$ cat config.mk
export PLATFORM = sky130hd
export DESIGN_NAME = reg_wb_deser
export DESIGN_NICKNAME = d
export VERILOG_FILES = /design/src/rtl/cpu_pkg.sv /design/src/rtl/reg_wb_deser.sv
export SDC_FILE = /design/constraint.sdc
export NUM_CORES = 1
export LEC_CHECK = 0
export ABC_AREA = 1
export BUFFER_PORTS_ARGS = -buffer_cell sky130_fd_sc_hd__buf_2
export CORE_MARGIN = 2
export CORE_UTILIZATION = 55
export DETAILED_ROUTE_END_ITERATION = 6
export PLACE_DENSITY = 0.78
export SKIP_LAST_GASP = 1
export SLEW_MARGIN = 10
export SYNTH_ARGS = -nofsm -noshare
export SYNTH_HDL_FRONTEND = slang
export SYNTH_SLANG_ARGS = --single-unit
$ cat constraint.sdc
create_clock -name clk -period 2.1 [get_ports clk]
set_clock_uncertainty 0.05 [all_clocks]
set_input_delay 0.21 -clock clk [delete_from_list [all_inputs] [get_ports clk]]
set_output_delay 0.21 -clock clk [all_outputs]
set_load 0.03 [all_outputs]
$ cat src/rtl/cpu_pkg.sv
// Shared definitions for the 16-bit serial CPU datapath: widths, the
// writeback FSM state encoding and the register address type.
package cpu_pkg;

  localparam int WIDTH  = 16;
  localparam int REG_AW = 3;

  typedef logic [REG_AW-1:0] reg_addr_t;

  typedef enum logic [1:0] {
    IDLE  = 2'd0,
    SHIFT = 2'd1,
    WRITE = 2'd2
  } wb_state_t;

endpackage

$ cat src/rtl/reg_wb_deser.sv
// Bit-serial writeback deserializer: gathers an LSB-first result and issues
// one registered write cycle on the register-file write bus.
module reg_wb_deser
  import cpu_pkg::*;
#(
  parameter int WIDTH = cpu_pkg::WIDTH,
  parameter int AW    = cpu_pkg::REG_AW
) (
  input  logic             clk,
  input  logic             rst,
  input  logic             start,
  input  logic [AW-1:0]    dest,
  input  logic             bit_valid,
  input  logic             bit_in,
  input  logic             abort,
  output logic             busy,
  output logic             done,
  output logic             rd_we,
  output logic [AW-1:0]    rd,
  output logic [WIDTH-1:0] rd_data
);

  localparam int CW = $clog2(WIDTH + 1);

  wb_state_t        state_q, state_d;
  logic [CW-1:0]    cnt_q, cnt_d;
  logic [WIDTH-1:0] shreg_q, shreg_d;
  logic [AW-1:0]    dest_q, dest_d;
  logic             done_d, rd_we_d;
  logic [AW-1:0]    rd_d;
  logic [WIDTH-1:0] rd_data_d;

  // NOTE: every variable gets a default at the top of always_comb, so no
  // path through the case tree can leave one unassigned and infer a latch.
  always_comb begin
    state_d   = state_q;
    cnt_d     = cnt_q;
    shreg_d   = shreg_q;
    dest_d    = dest_q;
    done_d    = 1'b0;
    rd_we_d   = 1'b0;
    rd_d      = '0;
    rd_data_d = '0;

    if (abort) begin
      state_d = IDLE;
      cnt_d   = '0;
    end else begin
      unique case (state_q)
        IDLE, WRITE: begin
          // A start in WRITE chains the next result with no idle bubble.
          if (start) begin
            dest_d  = dest;
            cnt_d   = '0;
            shreg_d = '0;
            state_d = SHIFT;
          end else begin
            state_d = IDLE;
          end
        end
        SHIFT: begin
          if (bit_valid) begin
            shreg_d = {bit_in, shreg_q[WIDTH-1:1]};
            cnt_d   = cnt_q + CW'(1);
            if (cnt_q == CW'(WIDTH - 1)) begin
              // Bus values are computed here so they are registered on entry
              // to WRITE; r0 writes keep the bus quiet but still signal done.
              state_d = WRITE;
              done_d  = 1'b1;
              if (dest_q != '0) begin
                rd_we_d   = 1'b1;
                rd_d      = dest_q;
                rd_data_d = shreg_d;
              end
            end
          end
        end
        default: state_d = IDLE;
      endcase
    end
  end

  // NOTE: sequential state uses non-blocking assignments so every register
  // samples the pre-edge values regardless of statement order.
  always_ff @(posedge clk) begin
    if (rst) begin
      state_q <= IDLE;
      cnt_q   <= '0;
      shreg_q <= '0;
      dest_q  <= '0;
      done    <= 1'b0;
      rd_we   <= 1'b0;
      rd      <= '0;
      rd_data <= '0;
    end else begin
      state_q <= state_d;
      cnt_q   <= cnt_d;
      shreg_q <= shreg_d;
      dest_q  <= dest_d;
      done    <= done_d;
      rd_we   <= rd_we_d;
      rd      <= rd_d;
      rd_data <= rd_data_d;
    end
  end

  assign busy = (state_q == SHIFT) || (state_q == WRITE);

endmodule

## Word level (Yosys, flattened, before mapping)

Index checks and enable logic that the tools add are counted.

- Register bits: 47
- Latch bits: 0
- RAM bits: 0
- ROM bits: 0
- Bits of input ports: 9
- Memories: 0

- Add/subtract/negate cells: 1
- Multiply operators: 0
- Div/mod/pow operators: 0
- Magnitude comparators: 0
- Equality and inequality tests: 6
- Shift-type cells: 0
- Multiplexer cells: 12
- Bitwise logic cells: 5
- Reduce and logical (&&, ||, !) cells: 13

Operator list:

| cell | count |
|---|---|
| $mux 16 | 2 |
| $pmux 16 s2 | 1 |
| $mux 5 | 2 |
| $pmux 5 s2 | 1 |
| $ne 2x2->1 const B | 3 |
| $reduce_and 3->1 | 2 |
| $reduce_or 6->1 | 1 |
| $add 5x1->5 const B | 1 |
| $eq 5x4->1 const B | 1 |
| $not 1->1 | 5 |
| $reduce_or 5->1 | 1 |
| $mux 2 | 2 |
| $pmux 2 s2 | 1 |
| $reduce_and 4->1 | 1 |
| $reduce_or 2->1 | 2 |
| $reduce_or 4->1 | 1 |
| $mux 1 | 3 |
| $reduce_bool 3->1 | 1 |
| $eq 2x1->1 const B | 1 |
| $eq 2x2->1 const B | 1 |
| $logic_not 2->1 | 1 |
| $reduce_and 2->1 | 1 |
| $reduce_bool 2->1 | 1 |
| $logic_or 1x1->1 | 1 |

## Longest topological paths before layout

- Depth after elaboration: 4
- Depth in mapped cells: 9

## Worst setup path before layout

OpenSTA, ideal clock, no wires.

- Kind: reg-to-reg
- Start: reg state_q[0]
- End: reg shreg_q[10]
- Library setup time: 0.113 ns
- Data arrival time: 1.351 ns
- Data required time: 1.937 ns
- Path slack: 0.586 ns
- Stages on the path, launching flop included: 10
- Buffers on the path: 1
- Cells stage by stage: dfxtp_1 > inv_1 > ha_1 > nor2_1 > inv_1 > nand2_1 > buf_2 > nand3_1 > nand2_1 > nor2_1

- Cells in the longest elaborated chain, start to end: 4
- Elaborated cells between the ends (all ways): 9
- Classes of those cells: 4 x eq/ne; 1 x mux; 4 x reduce/logical

Ends and longest elaborated chain:

| element | RTL line | source |
|---|---|---|
| from (decl) | reg_wb_deser.sv:25 | `wb_state_t state_q, state_d;` |
| from (signal assigned) | reg_wb_deser.sv:96 | `state_q <= state_d;` |
| $eq 2x2->1 / $logic_not 2->1 (equally long branches) | reg_wb_deser.sv:49 | `unique case (state_q)` |
| $reduce_or 2->1 | reg_wb_deser.sv:49 |  |
| $ne 2x2->1 (no source line) / $reduce_bool 2->1 (equally long branches) | - |  |
| $reduce_and 4->1 (no source line) | - |  |
| to (signal assigned) | reg_wb_deser.sv:98 | `shreg_q <= shreg_d;` |
| to (decl) | reg_wb_deser.sv:27 | `logic [WIDTH-1:0] shreg_q, shreg_d;` |

Parallel ways exist; a longest one is shown, timed or not.
A chain may end at the register's enable or synchronous reset.

## Worst setup path after layout

- Start: reg state_q[0]
- End: reg shreg_q[11]

Same word-level chain as after synthesis.

==> results.toml <==
[timing]
setup_tns_ns = 0
fin_crit_sh_pct = 84.8
slew_headroom_pct = 46.0
max_freq_mhz = 561
holdWs_ns = 0.0200
tightestPinTransition_ns = 0.810
finalWorstPathRequiredPeriod_ns = 1.78
hold_violations = 0
final_max_slew_viol_count = 0
finalSetupViolations = 0
rsz0062_at_grt = "no"

[logic_synthesis]
ys_seq_area_share_pct = 47.2
yosysUniqueCellTypes = 21
synth_area_um2 = 1950
syn_inst = 254
ys_warn_count = 0
synth_area_per_cell_um2 = 7.68
syn-num-nets = 269
synth_area_leaders = "dfxtp_1 47%, nand2_1 9.8%, nor2_1 8.3%, inv_1 7.1%, nor2_2 5.8%"
yosys.area.top_type_share_pct = 47.2
yosysTopAreaCell = "dfxtp_1"
ys_ff_latch = 46

[setup_path]
rr_worst_depth = 8
critPathTopFamily = "simple AND/OR/NAND/NOR gates"
r2r_start = "state_q[0]"
cp_data_arrival_time_ns = 2.00
endpoint_kind = "flop"
critical_path_class = "reg -> reg"
path_buf_inv = 2
slowest_stage = "dfxtp_1"
path_max_fanout = 15
max_stage_delay_ns = 0.44
path_cells = "inv_1 -> ha_1 -> nor2_1 -> inv_1 -> nand2_1 -> nand3_1 -> nand2_1 -> nor2_1"
worstSetupStartpointType = "flop"
crit_required_ns = 2.31
r2r_end = "shreg_q[11]"
rrSetupSlack_ns = 0.32

[worst_hold_path]
min_to = "rd_data[15]"
min_path_cells = 3
min-delay-path-class = "in -> reg"
hold_start = "bit_in"

[die]
initial_core_util_pct = 58.0
dieHeight_um = 63.6
coreArea_um2 = 3360
dieArea_um2 = 4040
fp.dieW_um = 63.6
placementRows = 21
num_io_pins = 31

[finish]
syn2layout_area_growth_pct = 12.3
nets = 300
antenna_cells = 0
drive_gt1_share_pct = 23.8
instances_no_fill = 332

[placement]
gp_congestion = 0.833
hpwl_mm = 2.48
dp.cells = 324
port_buffers = 30

[drt]
vias_per_cell = 4.70
num_vias = 1562
routed_wl_mm = 3.41
antenna_left = 0
drc = 0
wire_per_inst_um = 10.3
dr.pass1.iters = 4
dr.first_iter.drc_count = 96

[clock_network]
cts_hold_buf = 0
clock_path_buffers = 2
clk_latency_ns = 0.36
cts-resized-gates = 0
cts_buffers = 5
cts_setup_buffers = 0
clock_sinks = 46
clkTransAtPathRegs_ns = 0.13
cts-root-buf = "clkbuf_4"
htreeDepth = 2
tritoncts = "done"

[global_routing]
grt_pass1_wl_mm = 5.84
grt_use_met2_pct = 30.3
grt_util_all_layers_pct = 18.6
gr-usage-met1_pct = 22.6
grt_pass1_vias = 1372
use_met3_pct = 5.18
antenna_found_initial = 0
grt_overflow = 0
top_usage_layer = "met2"
grt_max_degree = 19

[run_status]
run_status = "completed"

[power]
p_per_area_nw_per_um2 = 703
finalPower_w = 0.00154
p_leak_nw = 1.00
vdd_drop_max_v = 0.000384

[run]
drv_cap = 0
-- how the worst max path moves through the flow --
stage / startpoint / end / slack, ns / cells after the start
floorplan: state_q[0] / shreg_q[10] / 0.59 / 9
global placement: state_q[0] / shreg_q[11] / 0.39 / 8
detailed placement: state_q[0] / shreg_q[11] / 0.35 / 8
CTS: state_q[0] / shreg_q[11] / 0.34 / 8
global route: state_q[0] / shreg_q[11] / 0.1 / 8
finish: state_q[0] / shreg_q[11] / 0.32 / 8
-- registers in the layout, indices dropped and copies added (netlist names) --
name     count
cnt_q        5
dest_q       3
done         1
rd           3
state_q      2
rd_we        1
shreg_q     15
rd_data     16
-- layout by cell type (no fill, tap or decap), drive strengths merged, types with 2 or more instances in the layout --
cell type  instances
clkinv             2
a21oi              5
nand2             53
nand4              2
inv               38
nor2              66
ha                 6
dfxtp             46
clkbuf             7
nand3             23
o21ai              4
buf               32
-- layer usage --
metal,routed length [µm],vias to the layer above,part of all wire (%)
met1,1590,692,47
met2,1600,38,47
met4,53,0,1.6
met3,173,6,5.1
met5,0,-,0
li1,-,826,-
-- tightest hold or removal path, cell delays in order --
cell and delay, ns:
buf_2 0.10, inv_1 0.05, nor2_2 0.03
-- through the flow --
stage / setup WS [ns] / cell area (µm²) / util [%]
3_5_place_dp: 0.353 / 2120 / 62.9
5_1_grt: 0.0960 / 2190 / 65.1
4_1_cts: 0.336 / 2190 / 65.1
2_1_floorplan: 0.586 / 1950 / -
6_report: 0.319 / 2190 / 65.1
3_3_place_gp: 0.392 / 2120 / 62.9
-- cell usage after synthesis --
library cell / instances
o21ai_0: 4
clkinv_1: 1
nand3_1: 22
nand2_4: 2
nor2_2: 18
buf_6: 4
dfxtp_1: 46
nand2_1: 51
buf_2: 2
nor2_4: 5
nand3b_1: 1
a21oi_1: 5
buf_1: 1
nand4_1: 2
ha_1: 6
nor2_1: 43
buf_4: 1
inv_2: 1
o31ai_2: 1
inv_1: 37
nand3_2: 1
-- layout make-up --
| cell class | instances | area [µm²] |
|---|---|---|
| fill | 292 | 1170 |
| multi-input combinational | 161 | 826 |
| timing repair buffer | 32 | 165 |
| clock buffer | 7 | 65.1 |
| tap | 46 | 57.6 |
| clock inverter | 1 | 8.76 |
| inverter | 39 | 146 |
| sequential | 46 | 921 |
-- where the power goes --
| group | switching, W | internal [W] | total (W) |
|---|---|---|---|
| combinational | 0.0000960 | 0.0000483 | 0.000144 |
| sequential | 0.0000224 | 0.000898 | 0.000920 |
| clock | 0.000277 | 0.000198 | 0.000476 |
| total | 0.000396 | 0.00114 | 0.00154 |
-- cell families (layout without fill, tap and decap cells) --
group	Yosys count	count (layout)	synth area share, %
AOI/OAI and AO/OA	10	10	2.95
adders and majority gates	6	6	3.85
buffers and inverters	47	79	10.9
DFF	46	46	47.2
and+or+nand+nor	145	145	35.1
Power figures use the tool's default switching activity.
